**src/rtl/pipe_stage_reg.sv**
```systemverilog
// Two-entry skid-buffered pipeline register: fully registered valid/ready
// handshake with flush, NOP bubble on empty, and occupancy reporting.
module pipe_stage_reg #(
  parameter int                DATA_W     = 64,
  parameter logic [DATA_W-1:0] BUBBLE_VAL = '0
) (
  input  logic              clk,
  input  logic              rst,
  input  logic              flush,
  input  logic              in_valid,
  input  logic [DATA_W-1:0] in_data,
  output logic              in_ready,
  output logic              out_valid,
  output logic [DATA_W-1:0] out_data,
  input  logic              out_ready,
  output logic [1:0]        occupancy
);

  typedef enum logic [1:0] {EMPTY = 2'd0, ONE = 2'd1, TWO = 2'd2} state_t;

  state_t            state;
  logic [DATA_W-1:0] skid;

  // out_data is the main entry itself; it is reloaded with BUBBLE_VAL
  // whenever the stage drains, so the output needs no mux.
  always_ff @(posedge clk) begin
    if (!rst || flush) begin
      state     <= EMPTY;
      out_data  <= BUBBLE_VAL;
      skid      <= BUBBLE_VAL;
      in_ready  <= 1'b1;
      out_valid <= 1'b0;
      occupancy <= 2'd0;
    end else begin
      case (state)
        EMPTY: begin
          if (in_valid) begin
            state     <= ONE;
            out_data  <= in_data;
            out_valid <= 1'b1;
            occupancy <= 2'd1;
          end
        end
        ONE: begin
          if (in_valid && out_ready) begin
            out_data <= in_data;
          end else if (in_valid) begin
            state     <= TWO;
            skid      <= in_data;
            in_ready  <= 1'b0;
            occupancy <= 2'd2;
          end else if (out_ready) begin
            state     <= EMPTY;
            out_data  <= BUBBLE_VAL;
            skid      <= BUBBLE_VAL;
            out_valid <= 1'b0;
            occupancy <= 2'd0;
          end
        end
        TWO: begin
          // Full: upstream is already stalled by the registered in_ready.
          if (out_ready) begin
            state     <= ONE;
            out_data  <= skid;
            skid      <= BUBBLE_VAL;
            in_ready  <= 1'b1;
            occupancy <= 2'd1;
          end
        end
        default: begin
          state     <= EMPTY;
          out_data  <= BUBBLE_VAL;
          skid      <= BUBBLE_VAL;
          in_ready  <= 1'b1;
          out_valid <= 1'b0;
          occupancy <= 2'd0;
        end
      endcase
    end
  end

endmodule
```
**config.mk**
```make
export PLATFORM = sky130hd
export DESIGN_NAME = pipe_stage_reg
export DESIGN_NICKNAME = d
export VERILOG_FILES = /design/src/rtl/pipe_stage_reg.sv
export SDC_FILE = /design/constraint.sdc
export NUM_CORES = 1
export LEC_CHECK = 0
export BUFFER_PORTS_ARGS = -buffer_cell sky130_fd_sc_hd__buf_4
export CAP_MARGIN = 0
export CORE_MARGIN = 5
export CORE_UTILIZATION = 31
export CTS_CLUSTER_SIZE = 10
export DETAILED_ROUTE_END_ITERATION = 10
export MAX_ROUTING_LAYER = met4
export PLACE_DENSITY = 0.59
export SLEW_MARGIN = 5
export SYNTH_ARGS = -nofsm -noshare
export SYNTH_HDL_FRONTEND = slang
export SYNTH_SLANG_ARGS = --single-unit
```
**constraint.sdc**
```tcl
create_clock -name clk -period 2.2 [get_ports clk]
set_input_delay 0.66 -clock clk [delete_from_list [all_inputs] [get_ports clk]]
set_output_delay 0.66 -clock clk [all_outputs]
set_load 0.02 [all_outputs]
```
==> results.py, run 1 <==
metrics = {
    "critical_path": {
        "worst-path-buf-inv": 4,
        "crit_fanout": 40,
        "path_delay_family": "buffers and inverters",
        "cp.arrival_ns": 2.38,
        "max_stage_delay_ns": 0.46,
        "cp-start-kind": "flip-flop",
        "crit_chain": "inv_1 > ha_1 > inv_1 > nor4b_4 > buf_4 > buf_12 > a22oi_1 > nor2_1",
        "crit_slowest_cell": "dfxtp_1",
        "crit_top_cell": "inv_1",
        "critPathRequiredTime_ns": 2.54,
        "critPathCaptureType": "flip-flop",
        "critPathKind": "flip-flop to flip-flop",
    },
    "synthesis": {
        "synth_area_leaders": "dfxtp_1 50%, a22oi_1 18%, o31ai_1 9.2%",
        "synth_common_cells": "132 x dfxtp_1, 126 x a22oi_1, 66 x nand3_1",
        "synth_edf_count": 0,
        "synth_top_area_frac": 0.500,
        "synth_cell_types": 31,
        "synth_cells": 567,
        "ys_ff_latch": 132,
        "yosysMostFrequentCell": "dfxtp_1",
        "syn_area_per_cell_sq_um": 9.32,
        "ys_warn_count": 0,
        "synth_top_cell_by_area": "dfxtp_1",
        "ys_async_sr_fraction": 0,
        "syn_area_sq_um": 5280,
        "yosysSeqAreaShare": 0.500,
        "synth_nets": 643,
        "ys.flop_type": "dfxtp_1",
    },
    "finish": {
        "fillers": 1605,
        "areaGrowthSynthToFinish_pct": 36.8,
        "nNetsFinal": 753,
        "design_area_sq_um": 7230,
        "antennaDiodeCount": 0,
        "final_layout_size_suffix_gt1_frac": 0.283,
        "final_util": 0.434,
        "finalNonFillerCells": 910,
    },
    "place": {
        "placed_area_sq_um": 6570,
        "globalplace.congestion": 0.761,
        "dp.cells": 877,
        "dp_hpwl_microns": 10700,
        "portBuffers": 136,
    },
    "timing": {
        "tightest_slew_ns": 0.498,
        "setup_viol": 0,
        "skew_ns": 0.00500,
        "maxSlewViolCount": 0,
        "fmax_mhz": 490,
        "slew_headroom": 0.668,
        "fin_tns_setup_ns": 0,
        "hold_violations": 0,
        "whs_ns": 0.473,
        "fin_crit_ns": 2.04,
        "period_share": 0.928,
    },
    "global_route": {
        "grt_pass1_wl_microns": 25600,
        "grt_max_degree": 67,
        "gr-total-overflow": 0,
        "antenna_found_initial": 0,
        "grt_use_total": 0.163,
        "grt_pass1_vias": 5039,
    },
    "routing": {
        "vias": 4917,
        "drt_first_iter_violations": 311,
        "ant_nets": 0,
        "viasPerCell": 5.40,
        "wl_per_cell_microns": 17.1,
        "drt-total-wl_microns": 15600,
        "drc": 0,
        "first_pass_iters": 5,
    },
    "clocking": {
        "cts_tree": "yes",
        "cts_buffers": 17,
        "clock_latency_ns": 0.41,
        "root_buffer": "clkbuf_16",
        "cts_hold_buf": 0,
        "htree_levels": 4,
        "clkTransAtPathRegs_ns": 0.05,
        "clockBufferDepth": 2,
        "numClockSinks": 132,
    },
    "status": {
        "outcome": "finished, final reports clean",
    },
    "floorplanning": {
        "rows": 47,
        "dieArea_sq_um": 19800,
        "core_sq_um": 16600,
        "start_util": 0.317,
        "die_y_microns": 141,
        "boundaryPins": 137,
        "die_w_microns": 141,
    },
    "power": {
        "ir_drop_mv": 0.513,
        "power.leakage_uw": 0.00286,
        "power.density_nw_per_um2": 854,
    },
    "min_path": {
        "hp-class": "flip-flop to flip-flop",
    },
    "run": {
        "max_cap_viol_count": 0,
    },
}
[routing by layer]
metal  GRT usage  part of all wire  up-vias
met5           -                 0        -
met1       0.199              0.45     2389
li1            -                 -     2365
met4      0.0459             0.011        0
met2       0.265              0.49      145
met3      0.0453             0.051       18
[final cells by class]
cell class	count	area, sq um	share of cell area
well taps	220	275	0.0381
flip-flops and latches	132	2640	0.366
inverters	7	26.3	0.00364
clock buffers	23	498	0.0689
repair buffers	155	1260	0.174
multi-input cells	364	2380	0.329
clock inverters	9	148	0.0204
[worst reg2reg max path: stages (launching register included)]
cell	delay (ns)
dfxtp_1	0.46
inv_1	0.13
ha_1	0.35
inv_1	0.12
nor4b_4	0.28
buf_4	0.19
buf_12	0.23
a22oi_1	0.11
nor2_1	0.11
[flip-flops by register name (all words and copies together), names as in the netlist]
name	flops
skid	64
state	2
out_valid	1
in_ready	1
out_data	64
[per-stage QoR]
stage | worst slack [ns] | total power (uW)
after floorplan | 0.264 | 2870
after global placement | 0.258 | 3170
after detailed placement | 0.0785 | 3180
after CTS | 0.0376 | 6260
after global routing | -0.0102 | 6440
final | 0.157 | 6180
[what timing repair did]
action,4_1_cts,5_1_grt
buffers inserted,0,1
endpoints found under the setup margin,0,48
resized for setup,0,2
[placed cells by master, fill, tap and decap left out, types with 2 or more instances in the layout]
cell	count
o21ai_0	4
nand2b_1	3
a22oi_1	126
buf_4	147
clkbuf_16	17
nand3_1	66
inv_1	7
clkinv_2	4
nand2b_2	3
nor2_1	63
o31ai_1	65
ha_1	6
bufinv_16	4
or4_1	2
clkbuf_8	5
a21oi_1	5
buf_12	7
nand2_1	4
dfxtp_1	132
[cells by family after synthesis]
| logic type | synth area share |
|---|---|
| AO/OA/AOI/OAI | 0.295 |
| AND/OR/NAND/NOR | 0.133 |
| flip-flops | 0.500 |
| buffers and inverters | 0.0547 |
| adder cells (fa/ha/maj) | 0.0166 |
[final timing paths]
path                  to        start  slack [ns]  depth (start not counted)
max reg2reg     skid[44]     state[0]        0.16                          8
min          out_data[3]  out_data[3]        0.47                          2
max             skid[44]     state[0]        0.16                          8
min reg2reg  out_data[3]  out_data[3]        0.47                          2
[power breakdown]
group | internal [uW] | total (uW) | switching (uW) | leakage [uW]
clock | 2040 | 3050 | 1010 | 0.000319
combinational | 260 | 651 | 391 | 0.00147
sequential | 2440 | 2480 | 31.2 | 0.00107
Power figures use the tool's default switching activity.
==> run 2, diff against run 1 <==
- CORE_UTILIZATION: 31 -> 52
- PLACE_DENSITY: 0.59 -> 0.86
==> run 2 against run 1 <==
Net effect: critical path depth fell by 1; sequential power barely moved; global-route usage rose by 8.2 points; count of clock-buffer cells in the layout fell by 4; maximum frequency fell by 1.1%; register-to-register slack got worse by 0.02 ns; design area fell by 2.3%; sequential share of layout area rose by 0.85 points; critical endpoint is now skid[16]; worst hold slack got worse by 0.081 ns; highest routed layer unchanged; cell count fell by 9.8%.
==> results.py, run 2 (same netlist as run 1, synthesis figures left out) <==
metrics = {
    "finish": {
        "final_common_cell": "buf_4",
        "nNetsFinal": 751,
        "final_layout_size_suffix_gt1_frac": 0.283,
        "antennaDiodeCount": 0,
        "final_cell_mix": "143 x buf_4, 132 x dfxtp_1, 126 x a22oi_1, 66 x nand3_1, 65 x o31ai_1",
        "areaGrowthSynthToFinish_pct": 33.7,
        "top_regs": "out_data: 64 flops, skid: 64 flops, state: 2 flops",
        "fillers": 750,
    },
    "floorplanning": {
        "rows": 36,
        "core_sq_um": 9820,
        "start_util": 0.538,
        "die_y_microns": 111,
        "boundaryPins": 137,
        "dieArea_sq_um": 12300,
        "die_w_microns": 111,
    },
    "clocking": {
        "cts_tree": "yes",
        "htree_levels": 4,
        "cts_hold_buf": 0,
        "clock_latency_ns": 0.52,
        "numClockSinks": 132,
        "root_buffer": "clkbuf_8",
        "cts_buffers": 17,
        "clockBufferDepth": 2,
        "clkTransAtPathRegs_ns": 0.06,
    },
    "critical_path": {
        "reg2reg_from": "state[1]",
        "r2r_setup_slack_ns": 0.13,
        "cp-start-kind": "flip-flop",
        "r2r-end": "skid[16]",
        "critPathRequiredTime_ns": 2.65,
        "crit_fanout": 37,
        "cp.arrival_ns": 2.52,
        "critPathCaptureType": "flip-flop",
        "rr_worst_depth": 7,
        "critPathKind": "flip-flop to flip-flop",
    },
    "power": {
        "power.density_nw_per_um2": 826,
        "p_seq_frac": 0.424,
        "p_sw_frac": 0.251,
        "pwr-share-clk": 0.462,
        "ir_drop_mv": 0.428,
        "power.leakage_uw": 0.00281,
        "power_frac_comb": 0.114,
        "power_switching_uw": 1460,
        "p_int_uw": 4370,
    },
    "place": {
        "portBuffers": 136,
        "globalplace.congestion": 0.805,
        "dp_hpwl_microns": 9590,
    },
    "timing": {
        "setup_viol": 0,
        "fmax_mhz": 484,
        "skew_ns": 0.00759,
        "slew_headroom": 0.639,
        "fin_crit_ns": 2.07,
        "tightest_slew_ns": 0.541,
        "fin_tns_setup_ns": 0,
        "whs_ns": 0.392,
        "hold_violations": 0,
        "rsz0062_at_grt": "no",
        "period_share": 0.939,
        "maxSlewViolCount": 0,
    },
    "status": {
        "outcome": "finished, final reports clean",
    },
    "routing": {
        "viasPerCell": 6.21,
        "drc": 0,
        "wl_per_cell_microns": 18.4,
        "drt-total-wl_microns": 15100,
        "vias": 5099,
        "drt_first_iter_violations": 434,
        "first_pass_iters": 6,
        "ant_nets": 0,
    },
    "min_path": {
        "hold_depth": 3,
        "min-delay-start": "in_data[63]",
        "hold_end": "skid[63]",
        "hp-class": "input port to flip-flop",
    },
    "global_route": {
        "grt_use_total": 0.245,
        "gr-total-overflow": 0,
        "grt_max_degree": 73,
        "grt_pass1_vias": 4989,
        "grt_pass1_wl_microns": 24600,
        "antenna_found_initial": 0,
    },
    "run": {
        "max_cap_viol_count": 0,
    },
}
-- run 2: per-stage QoR --
step           area, sq um  utilization  std cells  setup WS [ns]  power, uW
2_1_floorplan         5280            -        567          0.264       2870
3_3_place_gp          6460        0.658        789          0.165       3160
3_5_place_dp          6460        0.658        789         0.0145       3180
4_1_cts               7040        0.717        821         0.0951       5860
5_1_grt               7060        0.719        821         0.0122       6040
6_report              7060        0.719        821          0.135       5840
-- run 2: worst max-delay path by stage --
stage	startpoint	endpoint	slack (ns)	cells past startpoint
after floorplan	state[0]	skid[10]	0.26	7
after global placement	in_valid	skid[4]	0.17	6
after detailed placement	state[1]	skid[55]	0.01	7
after CTS	state[1]	skid[16]	0.1	7
after global routing	state[1]	skid[55]	0.01	7
final	state[1]	skid[16]	0.13	7
-- run 2: area by class of cell --
class | instances | area (sq um) | share of cell area
clock buffer | 19 | 442 | 0.0625
timing repair buffer | 153 | 1260 | 0.178
inverter | 7 | 26.3 | 0.00372
multi-input combinational | 364 | 2390 | 0.339
sequential | 132 | 2640 | 0.374
clock inverter | 13 | 134 | 0.0190
tap | 133 | 166 | 0.0236
-- run 2: power by group through the flow --
| stage | registers (uW) | clock network [uW] | logic (uW) |
|---|---|---|---|
| after floorplan | 2580 | 0 | 285 |
| after global placement | 2520 | 0 | 639 |
| after detailed placement | 2530 | 0 | 656 |
| after CTS | 2470 | 2720 | 660 |
| after global routing | 2480 | 2840 | 715 |
| final | 2470 | 2700 | 666 |
-- run 2: repair_timing --
| action | 4_1_cts | 5_1_grt |
|---|---|---|
| gates resized for setup | 1 | 5 |
| endpoints found under the setup margin | 1 | 8 |
| buffers inserted | 0 | 0 |
-- run 2: layer usage --
layer  wire, microns  vias up  track usage  part of all wire
met5               0        -            -                 0
met4             326        0       0.0993             0.022
met3            1100       29       0.0557             0.073
met2            7420      241        0.398              0.49
met1            6270     2478        0.296              0.41
li1                -     2351            -                 -
-- run 2: worst max-delay path: stages, from the launching register on --
cell and delay [ns]:
dfxtp_1 0.44, inv_1 0.12, ha_1 0.35, inv_1 0.12, o311ai_4 0.37, buf_8 0.29
a22oi_1 0.15, nor2_1 0.12
